$ cat config.mk
export PLATFORM = sky130hd
export DESIGN_NAME = alu_seq
export DESIGN_NICKNAME = d
export VERILOG_FILES = /design/src/rtl/alu_pkg.sv /design/src/rtl/alu_branch_cond.sv /design/src/rtl/alu_seq.sv
export SDC_FILE = /design/constraint.sdc
export NUM_CORES = 1
export LEC_CHECK = 0
export CAP_MARGIN = 0
export CORE_MARGIN = 8
export CORE_UTILIZATION = 57
export CTS_CLUSTER_DIAMETER = 40
export CTS_CLUSTER_SIZE = 10
export DETAILED_ROUTE_END_ITERATION = 6
export PLACE_DENSITY = 0.81
export SLEW_MARGIN = 20
export SYNTH_ARGS = -nofsm -noshare
export SYNTH_HDL_FRONTEND = slang
export SYNTH_SLANG_ARGS = --single-unit
$ cat constraint.sdc
create_clock -name clk -period 2.8 [get_ports clk]
set_input_delay 0.56 -clock clk [delete_from_list [all_inputs] [get_ports clk]]
set_output_delay 0.56 -clock clk [all_outputs]
set_load 0.03 [all_outputs]
$ cat src/rtl/alu_pkg.sv
// Shared definitions for the sequential ALU: function codes, flag bit positions and FSM states.
package alu_pkg;

  localparam logic [3:0] ALU_JMP = 4'h0;
  localparam logic [3:0] ALU_ADD = 4'h1;
  localparam logic [3:0] ALU_SUB = 4'h2;
  localparam logic [3:0] ALU_LSL = 4'h3;
  localparam logic [3:0] ALU_LSR = 4'h4;
  localparam logic [3:0] ALU_AND = 4'h5;
  localparam logic [3:0] ALU_OR  = 4'h6;
  localparam logic [3:0] ALU_XOR = 4'h7;
  localparam logic [3:0] ALU_LD  = 4'h8;
  localparam logic [3:0] ALU_ST  = 4'h9;
  localparam logic [3:0] ALU_MOV = 4'hA;
  localparam logic [3:0] ALU_BEQ = 4'hB;
  localparam logic [3:0] ALU_BNE = 4'hC;
  localparam logic [3:0] ALU_BLT = 4'hD;
  localparam logic [3:0] ALU_BGT = 4'hE;
  localparam logic [3:0] ALU_CMP = 4'hF;

  localparam int FLAG_C = 3;
  localparam int FLAG_N = 2;
  localparam int FLAG_V = 1;
  localparam int FLAG_Z = 0;

  typedef enum logic {
    IDLE  = 1'b0,
    SHIFT = 1'b1
  } state_t;

  function automatic logic is_shift(input logic [3:0] f);
    return (f == ALU_LSL) || (f == ALU_LSR);
  endfunction

endpackage

$ cat src/rtl/alu_branch_cond.sv
// Maps a function code and the NZCV flags to "branch taken"; JMP is always taken.
module alu_branch_cond
  import alu_pkg::*;
(
  input  logic [3:0] func,
  input  logic [3:0] flags,
  output logic       taken
);

  always_comb begin
    taken = 1'b0;
    case (func)
      ALU_JMP: taken = 1'b1;
      ALU_BEQ: taken = flags[FLAG_Z];
      ALU_BNE: taken = !flags[FLAG_Z];
      ALU_BLT: taken = flags[FLAG_N] != flags[FLAG_V];
      ALU_BGT: taken = !flags[FLAG_Z] && (flags[FLAG_N] == flags[FLAG_V]);
      default: taken = 1'b0;
    endcase
  end

endmodule

$ cat src/rtl/alu_seq.sv
// Registered ALU with valid/ready handshake, NZCV flag register and a one-bit-per-cycle shifter.
// Define ALU_SEQ_CARRY_CHAIN_EN to feed the registered C into flag-setting ADD/SUB (ADC/SBC).
module alu_seq
  import alu_pkg::*;
#(
  parameter int WIDTH   = 16,
  parameter int SHAMT_W = $clog2(WIDTH) + 1
) (
  input  logic             clk,
  input  logic             rst,
  input  logic             in_valid,
  output logic             in_ready,
  input  logic [3:0]       func,
  input  logic [WIDTH-1:0] op0,
  input  logic [WIDTH-1:0] op1,
  input  logic             flag_en,
  input  logic             b_sel,
  output logic             out_valid,
  input  logic             out_ready,
  output logic [WIDTH-1:0] q,
  output logic [3:0]       flags,
  output logic             b_out
);

  localparam logic [SHAMT_W-1:0] CNT_ONE = {{(SHAMT_W-1){1'b0}}, 1'b1};

  state_t             state;
  logic [SHAMT_W-1:0] cnt;
  logic [WIDTH-1:0]   wk;
  logic [3:0]         func_r;
  logic               flag_en_r;

  logic               accept, taken;
  logic               shift_p0, cin_p0, c_p0, v_p0, b_p0, fwr_p0, fclr_p0;
  logic [WIDTH:0]     sum_p0;
  logic [WIDTH-1:0]   addend_p0, res_p0;
  logic [SHAMT_W-1:0] amt_p0;
  logic [WIDTH-1:0]   wk_nxt;
  logic               c_sh;

  function automatic logic add_ovf(input logic a_msb, input logic b_msb, input logic r_msb);
    return (a_msb == b_msb) && (r_msb != a_msb);
  endfunction

  function automatic logic sub_ovf(input logic a_msb, input logic b_msb, input logic r_msb);
    return (a_msb != b_msb) && (r_msb != a_msb);
  endfunction

  function automatic logic [3:0] pack_flags(input logic c, input logic n, input logic v,
                                            input logic z);
    logic [3:0] f;
    f         = '0;
    f[FLAG_C] = c;
    f[FLAG_N] = n;
    f[FLAG_V] = v;
    f[FLAG_Z] = z;
    return f;
  endfunction

  assign in_ready = (state == IDLE) && (!out_valid || out_ready);
  assign accept   = in_valid && in_ready;

  // Branches see the flags as registered when the branch is accepted.
  alu_branch_cond u_cond (
    .func  (func),
    .flags (flags),
    .taken (taken)
  );

  // Stage p0: combinational evaluation of the presented operation
  always_comb begin
    shift_p0  = is_shift(func);
    addend_p0 = ((func == ALU_SUB) || (func == ALU_CMP)) ? ~op1 : op1;
    cin_p0    = (func == ALU_SUB) || (func == ALU_CMP);
`ifdef ALU_SEQ_CARRY_CHAIN_EN
    if (flag_en && ((func == ALU_ADD) || (func == ALU_SUB))) cin_p0 = flags[FLAG_C];
`endif
    sum_p0 = {1'b0, op0} + {1'b0, addend_p0} + {{WIDTH{1'b0}}, cin_p0};
    // Any op1 >= WIDTH saturates the shift count at WIDTH.
    amt_p0 = (|(op1 >> (SHAMT_W - 1))) ? {1'b1, {(SHAMT_W-1){1'b0}}}
                                       : {1'b0, op1[SHAMT_W-2:0]};
    res_p0  = sum_p0[WIDTH-1:0];
    c_p0    = 1'b0;
    v_p0    = 1'b0;
    b_p0    = 1'b0;
    fwr_p0  = flag_en;
    fclr_p0 = 1'b0;
    case (func)
      ALU_ADD: begin
        c_p0 = sum_p0[WIDTH];
        v_p0 = add_ovf(op0[WIDTH-1], op1[WIDTH-1], res_p0[WIDTH-1]);
      end
      ALU_SUB, ALU_CMP: begin
        c_p0   = sum_p0[WIDTH];
        v_p0   = sub_ovf(op0[WIDTH-1], op1[WIDTH-1], res_p0[WIDTH-1]);
        fwr_p0 = flag_en || (func == ALU_CMP);
      end
      ALU_AND: res_p0 = op0 & op1;
      ALU_OR:  res_p0 = op0 | op1;
      ALU_XOR: res_p0 = op0 ^ op1;
      ALU_LSL, ALU_LSR: res_p0 = op0;
      ALU_LD, ALU_ST, ALU_MOV: fclr_p0 = 1'b1;
      ALU_JMP, ALU_BEQ, ALU_BNE, ALU_BLT, ALU_BGT: begin
        res_p0 = taken ? (b_sel ? op1 : op0) : '0;
        b_p0   = taken;
        fwr_p0 = 1'b0;
      end
      default: res_p0 = sum_p0[WIDTH-1:0];
    endcase
  end

  always_comb begin
    if (func_r == ALU_LSL) {c_sh, wk_nxt} = {wk, 1'b0};
    else                   {wk_nxt, c_sh} = {1'b0, wk};
  end

  // Stage p1: FSM, held result and flag register
  always_ff @(posedge clk or posedge rst) begin
    if (rst) begin
      state     <= IDLE;
      cnt       <= '0;
      q         <= '0;
      flags     <= '0;
      b_out     <= 1'b0;
      out_valid <= 1'b0;
    end else begin
      if (out_ready) out_valid <= 1'b0;
      case (state)
        IDLE: begin
          if (accept) begin
            if (shift_p0 && (amt_p0 != '0)) begin
              state <= SHIFT;
              cnt   <= amt_p0;
            end else begin
              q         <= res_p0;
              b_out     <= b_p0;
              out_valid <= 1'b1;
              if (fwr_p0)
                flags <= fclr_p0 ? '0
                                 : pack_flags(c_p0, res_p0[WIDTH-1], v_p0, res_p0 == '0);
            end
          end
        end
        SHIFT: begin
          cnt <= cnt - CNT_ONE;
          if (cnt == CNT_ONE) begin
            state     <= IDLE;
            q         <= wk_nxt;
            b_out     <= 1'b0;
            out_valid <= 1'b1;
            if (flag_en_r) flags <= pack_flags(c_sh, wk_nxt[WIDTH-1], 1'b0, wk_nxt == '0);
          end
        end
        default: state <= IDLE;
      endcase
    end
  end

  always_ff @(posedge clk) begin
    if (accept) begin
      wk        <= op0;
      func_r    <= func;
      flag_en_r <= flag_en;
    end else if (state == SHIFT) begin
      wk <= wk_nxt;
    end
  end

endmodule
After elaboration in Yosys (flattened, before gate mapping):

Cells that the tools add are included.

* $add $sub $neg: 3
* multipliers: 0
* divide/modulo/power cells: 0
* order comparisons: 0
* eq/ne operators: 28
* shift operators: 0
* muxes and demuxes: 42
* bitwise logic cells: 5
* reduce and logical (&&, ||, !) cells: 26

Operators by type and width (count)
* $mux W16: 9
* $pmux W16 S5: 1
* $eq A4 B4 Y1 const B: 8
* $logic_not A16 Y1: 2
* $pmux W16 S2: 1
* $mux W4: 6
* $add A16 B16 Y17: 1
* $add A17 B1 Y17: 1
* $and A16 B16 Y16: 1
* $eq A4 B3 Y1 const B: 4
* $not A16 Y16: 1
* $or A16 B16 Y16: 1
* $xor A16 B16 Y16: 1
* $mux W5: 3
* $mux W1: 14
* $eq A4 B2 Y1 const B: 3
* $reduce_or A12 Y1: 1
* $pmux W1 S2: 5
* $pmux W5 S2: 1
* $pmux W4 S2: 1
* $logic_and A1 B1 Y1: 6
* $ne A2 B1 Y1 const B: 3
* $ne A2 B2 Y1 const B: 3
* $reduce_or A3 Y1: 2
* 17 further kinds: 25

* flip-flop bits (word level): 49
* latch bits: 0
* RAM bits: 0
* bits in read-only memories: 0
* input port bits: 42
* output and inout bits: 23
* word-level logic and storage cells: 113
* memories kept: 0

Longest topological paths before layout:

* depth after elaboration: 13
* depth in mapped cells: 18
* gate-level depth less buffers: 13

Cells and area by module:

From an unflattened synthesis, not the netlist that was laid out.

* cells, all modules: 618
* area, all modules: 5057.4 um^2

Modules (own cells, without submodules)
* alu_seq: instances 1, cells an instance 609, area an instance 5002.3 um^2, sequential area each 1331.3 um^2
* alu_branch_cond: instances 1, cells an instance 9, area an instance 55.1 um^2, sequential area each 0.0 um^2

Worst setup path before layout:

No wires, ideal clock.

* path type: input to register
* from: input func[3]
* to: register flags[0]
* setup time: 0.123 ns
* data arrival time: 4.504 ns
* data required time: 2.677 ns
* path slack: -1.828 ns
* stages on the path: 16
* path buffers: 3
* path through: buf_6 -> or4b_4 -> and2_2 -> clkbuf_1 -> clkbuf_1 -> xnor2_1 -> fa_1 -> a211o_1 -> a2111oi_0 -> nor3b_1 -> o21ai_0 -> o21ai_0 -> mux2_2 -> o21ai_0 -> nand4b_1 -> nand2_1

* word-level cells in the longest chain between the ends: 12
* elaborated cells between the ends (all ways): 40
* those cells by class: add/sub: 2; eq/ne: 16; mux: 11; reduce/logical: 11

Ends and longest elaborated chain
* start, declared: line alu_seq.sv:13 `input logic [3:0] func,`
* $eq A4 B2 Y1 or $eq A4 B4 Y1 (tied branches): line alu_seq.sv:73, alu_seq.sv:74, alu_seq.sv:88
* $logic_or A1 B1 Y1: line alu_seq.sv:73, alu_seq.sv:74
* $mux W16: line alu_seq.sv:73 `addend_p0 = ((func == ALU_SUB) || (func == ALU_CMP)) ? ~op1 : op1;`
* $add A16 B16 Y17: line alu_seq.sv:78 `sum_p0 = {1'b0, op0} + {1'b0, addend_p0} + {{WIDTH{1'b0}}, cin_p0};`
* $add A17 B1 Y17: line alu_seq.sv:78
* $pmux W16 S5: line alu_seq.sv:88 `case (func)`
* $logic_not A16 Y1: line alu_seq.sv:140 `: pack_flags(c_p0, res_p0[WIDTH-1], v_p0, res_p0 == '0);`
* $mux W4: line alu_seq.sv:139 `flags <= fclr_p0 ? '0`
* $mux W4: line alu_seq.sv:138 `if (fwr_p0)`
* $mux W4: line alu_seq.sv:131 `if (shift_p0 && (amt_p0 != '0)) begin`
* $mux W4: line alu_seq.sv:130 `if (accept) begin`
* $pmux W4 S2: line alu_seq.sv:128 `case (state)`
* end signal, assigned: line alu_seq.sv:139
* end signal, assigned: line alu_seq.sv:151 `if (flag_en_r) flags <= pack_flags(c_sh, wk_nxt[WIDTH-1], 1'b0, wk_nxt == '0);`
* end, declared: line alu_seq.sv:21 `output logic [3:0] flags,`

Several ways; a longest one is shown, not always the timed one. The select of a mux whose other input is x is not followed.
A chain may end at the register's enable or synchronous reset.

Final worst setup path:

Same ends and word-level chain as after synthesis.

==> results.ini <==
[yosys]
synthCells = 593
synth_cell_types = 74
synth_area_leaders = dfrtp_1, edfxtp_1, ha_1, mux2i_1, nand2_1
synth-async-reset-ratio = 0.571
syn_area_per_cell_um2 = 8.37
synth-edff-count = 21
syn_area_um2 = 4960
synth-seq-area-share = 0.268
ys_ff_latch = 49
yosys.area.top_type = dfrtp_1
ys.flop_type = dfrtp_1
syn-num-nets = 686
synth_top_area_frac = 0.141
yosysWarningCount = 0

[clock_network]
cts_max_level = 2
clkTransAtPathRegs_ns = 0.09
cts-root-buf = clkbuf_8
clock_latency_ns = 0.31
cts.sinks = 49
hold_buffers = 0
cts.path.max_buffers = 2
cts_buffers = 5
cts_tree = done

[sta]
fin_ws_ns = -0.949
setup_viol = 18
rsz0062_at_grt = true
maxSlewViolCount = 0
hold_slack_ns = 0.478
fin_crit_sh = 1.34
worst_pin_slew_ns = 0.711
fmax_ghz = 0.267
finClkSkew_ns = 0.00519
max_slew_margin = 0.526
hold_viol = 0
min_period_ns = 3.75

[drt]
drt-met1-wl_um = 6830
wl_met2_um = 8950
met3WireLength_um = 1590
highest_layer = met4
wl_per_cell_um = 20.5
viasPerCell = 6.33
drt_iter0_drc = 504
route.vias.total = 5637
drc = 0
postRouteAntennaNets = 0
first_pass_iters = 6
wl_um = 18300

[worst_setup_path]
path_class = in -> reg
crit_arrival_ns = 3.99
start_kind = input pin
reg2reg_slack_ns = 0.09
endpoint_kind = register
slowest_delay_ns = 0.53
crit_path_cell_trace = buf_6 -> or4b_4 -> and2_4 -> xnor2_4 -> fa_2 -> a211o_1 -> a2111oi_4 -> nor3b_2 -> buf_4 -> o21a_1 -> o21bai_1 -> o311ai_2 -> nor3_1 -> nand4b_1 -> nand2_1
cp_max_fo = 6
critPathSlowestCell = or4b_4
worstPathRequired_ns = 3.05

[final_layout]
final_common_cell = buf_4
diodes = 0
mostFrequentLayoutCells = buf_4, clkdlybuf4s50_1, nand2_1, inv_1, ha_1
layout-drive-gt1-share = 0.317
syn2layout_area_growth_pct = 48.8
nNetsFinal = 875

[placement]
dp_slack_ns = -1.49
hpwlAfterDp_um = 13100
place_congestion = 0.944
io_buffers = 64

[grt]
grt_pass1_wl_um = 26800
first_global_vias = 5492
grt_use_total = 0.282
grt_max_degree = 38
antenna_found_initial = 0
overflow = 0

[die]
io-pin-count = 65
die_w_um = 109
rows = 34
fp.coreArea_um2 = 8590
die_h_um = 109
die-area_um2 = 11900
initial_utilization = 0.577

[power_and_ir_drop]
cellPowerDensity_nw_per_um2 = 680
p_leak_nw = 3.31
peakVddDrop_mv = 0.346
p_total_mw = 5.02

[run_status]
run_status = complete, but fails checks
violations = negative setup slack

[job]
drv_cap = 0

[min_path]
hp-class = reg -> reg

==> layer usage <==
layer / vias to the layer above / GRT usage
li1: 2543 / -
met1: 2656 / 0.336
met2: 343 / 0.503
met3: 95 / 0.0317
met4: 0 / 0.121
met5: - / 0
==> cell type report <==
type                            count  area, um^2
Clock buffer                        6        93.8
Multi-Input combinational cell    454        3750
Clock inverter                      2        10.0
Tap cell                          108         135
Timing Repair Buffer              218        1860
Fill cell                         455        1210
Sequential cell                    49        1330
Inverter                           54         203
==> synth_stat cells, types with 5 or more instances <==
cell type / instances
o21a_1: 7
dfrtp_1: 28
a221oi_1: 12
nand2_1: 62
nand4_1: 9
or3_1: 6
mux2_2: 8
inv_1: 54
nand3_1: 10
xnor2_1: 21
nor3_1: 6
edfxtp_1: 21
nand2b_1: 7
mux2i_1: 29
nor2_1: 35
a21oi_1: 37
nor4_1: 5
a22oi_1: 16
o21ai_0: 43
clkbuf_1: 28
ha_1: 50
xor2_1: 5
==> where the power goes <==
part	internal, mW	switching, mW	leakage (nW)
Sequential	1.16	0.231	0.545
Combinational	1.39	1.76	2.71
Clock	0.228	0.238	0.0543
==> registers in the layout, summed over array words and instances, names as in the netlist <==
| signal | cells |
|---|---|
| wk | 16 |
| func_r | 4 |
| b_out | 1 |
| flag_en_r | 1 |
| q | 16 |
| out_valid | 1 |
| state | 1 |
| cnt | 5 |
| flags | 4 |
==> final timing paths <==
path | from | to | cells after the start
max | func[3] | flags[0]$_DFFE_PP0P_ | 15
min | q[14]$_DFFE_PP0P_ | q[14]$_DFFE_PP0P_ | 2
max reg2reg | flags[2]$_DFFE_PP0P_ | flags[2]$_DFFE_PP0P_ | 10
min reg2reg | q[14]$_DFFE_PP0P_ | q[14]$_DFFE_PP0P_ | 2
max in group asynchronous | rst | flags[2]$_DFFE_PP0P_ | 3
min in group asynchronous | rst | q[1]$_DFFE_PP0P_ | 3
==> cells by family after synthesis <==
| kind of cell | count (synthesis) | synth area share |
|---|---|---|
| buf+inv | 90 | 0.0719 |
| mux | 37 | 0.0767 |
| simple gates | 162 | 0.156 |
| xor+xnor | 27 | 0.0492 |
| flops | 49 | 0.268 |
| fa+ha+maj | 51 | 0.130 |
| compound gates | 177 | 0.247 |
==> stage by stage <==
stage	instances	instance area, um^2	util	TNS (ns)
5_1_grt	891	7380	0.859	-12.96
3_3_place_gp	874	6820	0.794	-22.75
4_1_cts	885	7040	0.819	-10.40
2_1_floorplan	593	5120	-	-13.93
3_5_place_dp	874	6820	0.794	-24.65
6_report	891	7380	0.859	-11.43
==> critical path: cells and delay by family <==
| kind | cells | cell delay (ns) |
|---|---|---|
| AO/OA/AOI/OAI | 5 | 1.33 |
| XOR/XNOR | 1 | 0.16 |
| adder cells (fa/ha/maj) | 1 | 0.37 |
| buffers and inverters | 2 | 0.27 |
| AND/OR/NAND/NOR | 6 | 1.30 |
==> repair_timing <==
item | 4_1_cts | 5_1_grt
setup buffers | 4 | 8
setup endpoints to repair | 21 | 20
pin swaps | 27 | 42
resized for setup | 45 | 55
No activity file was read; power rests on OpenSTA's default activity.
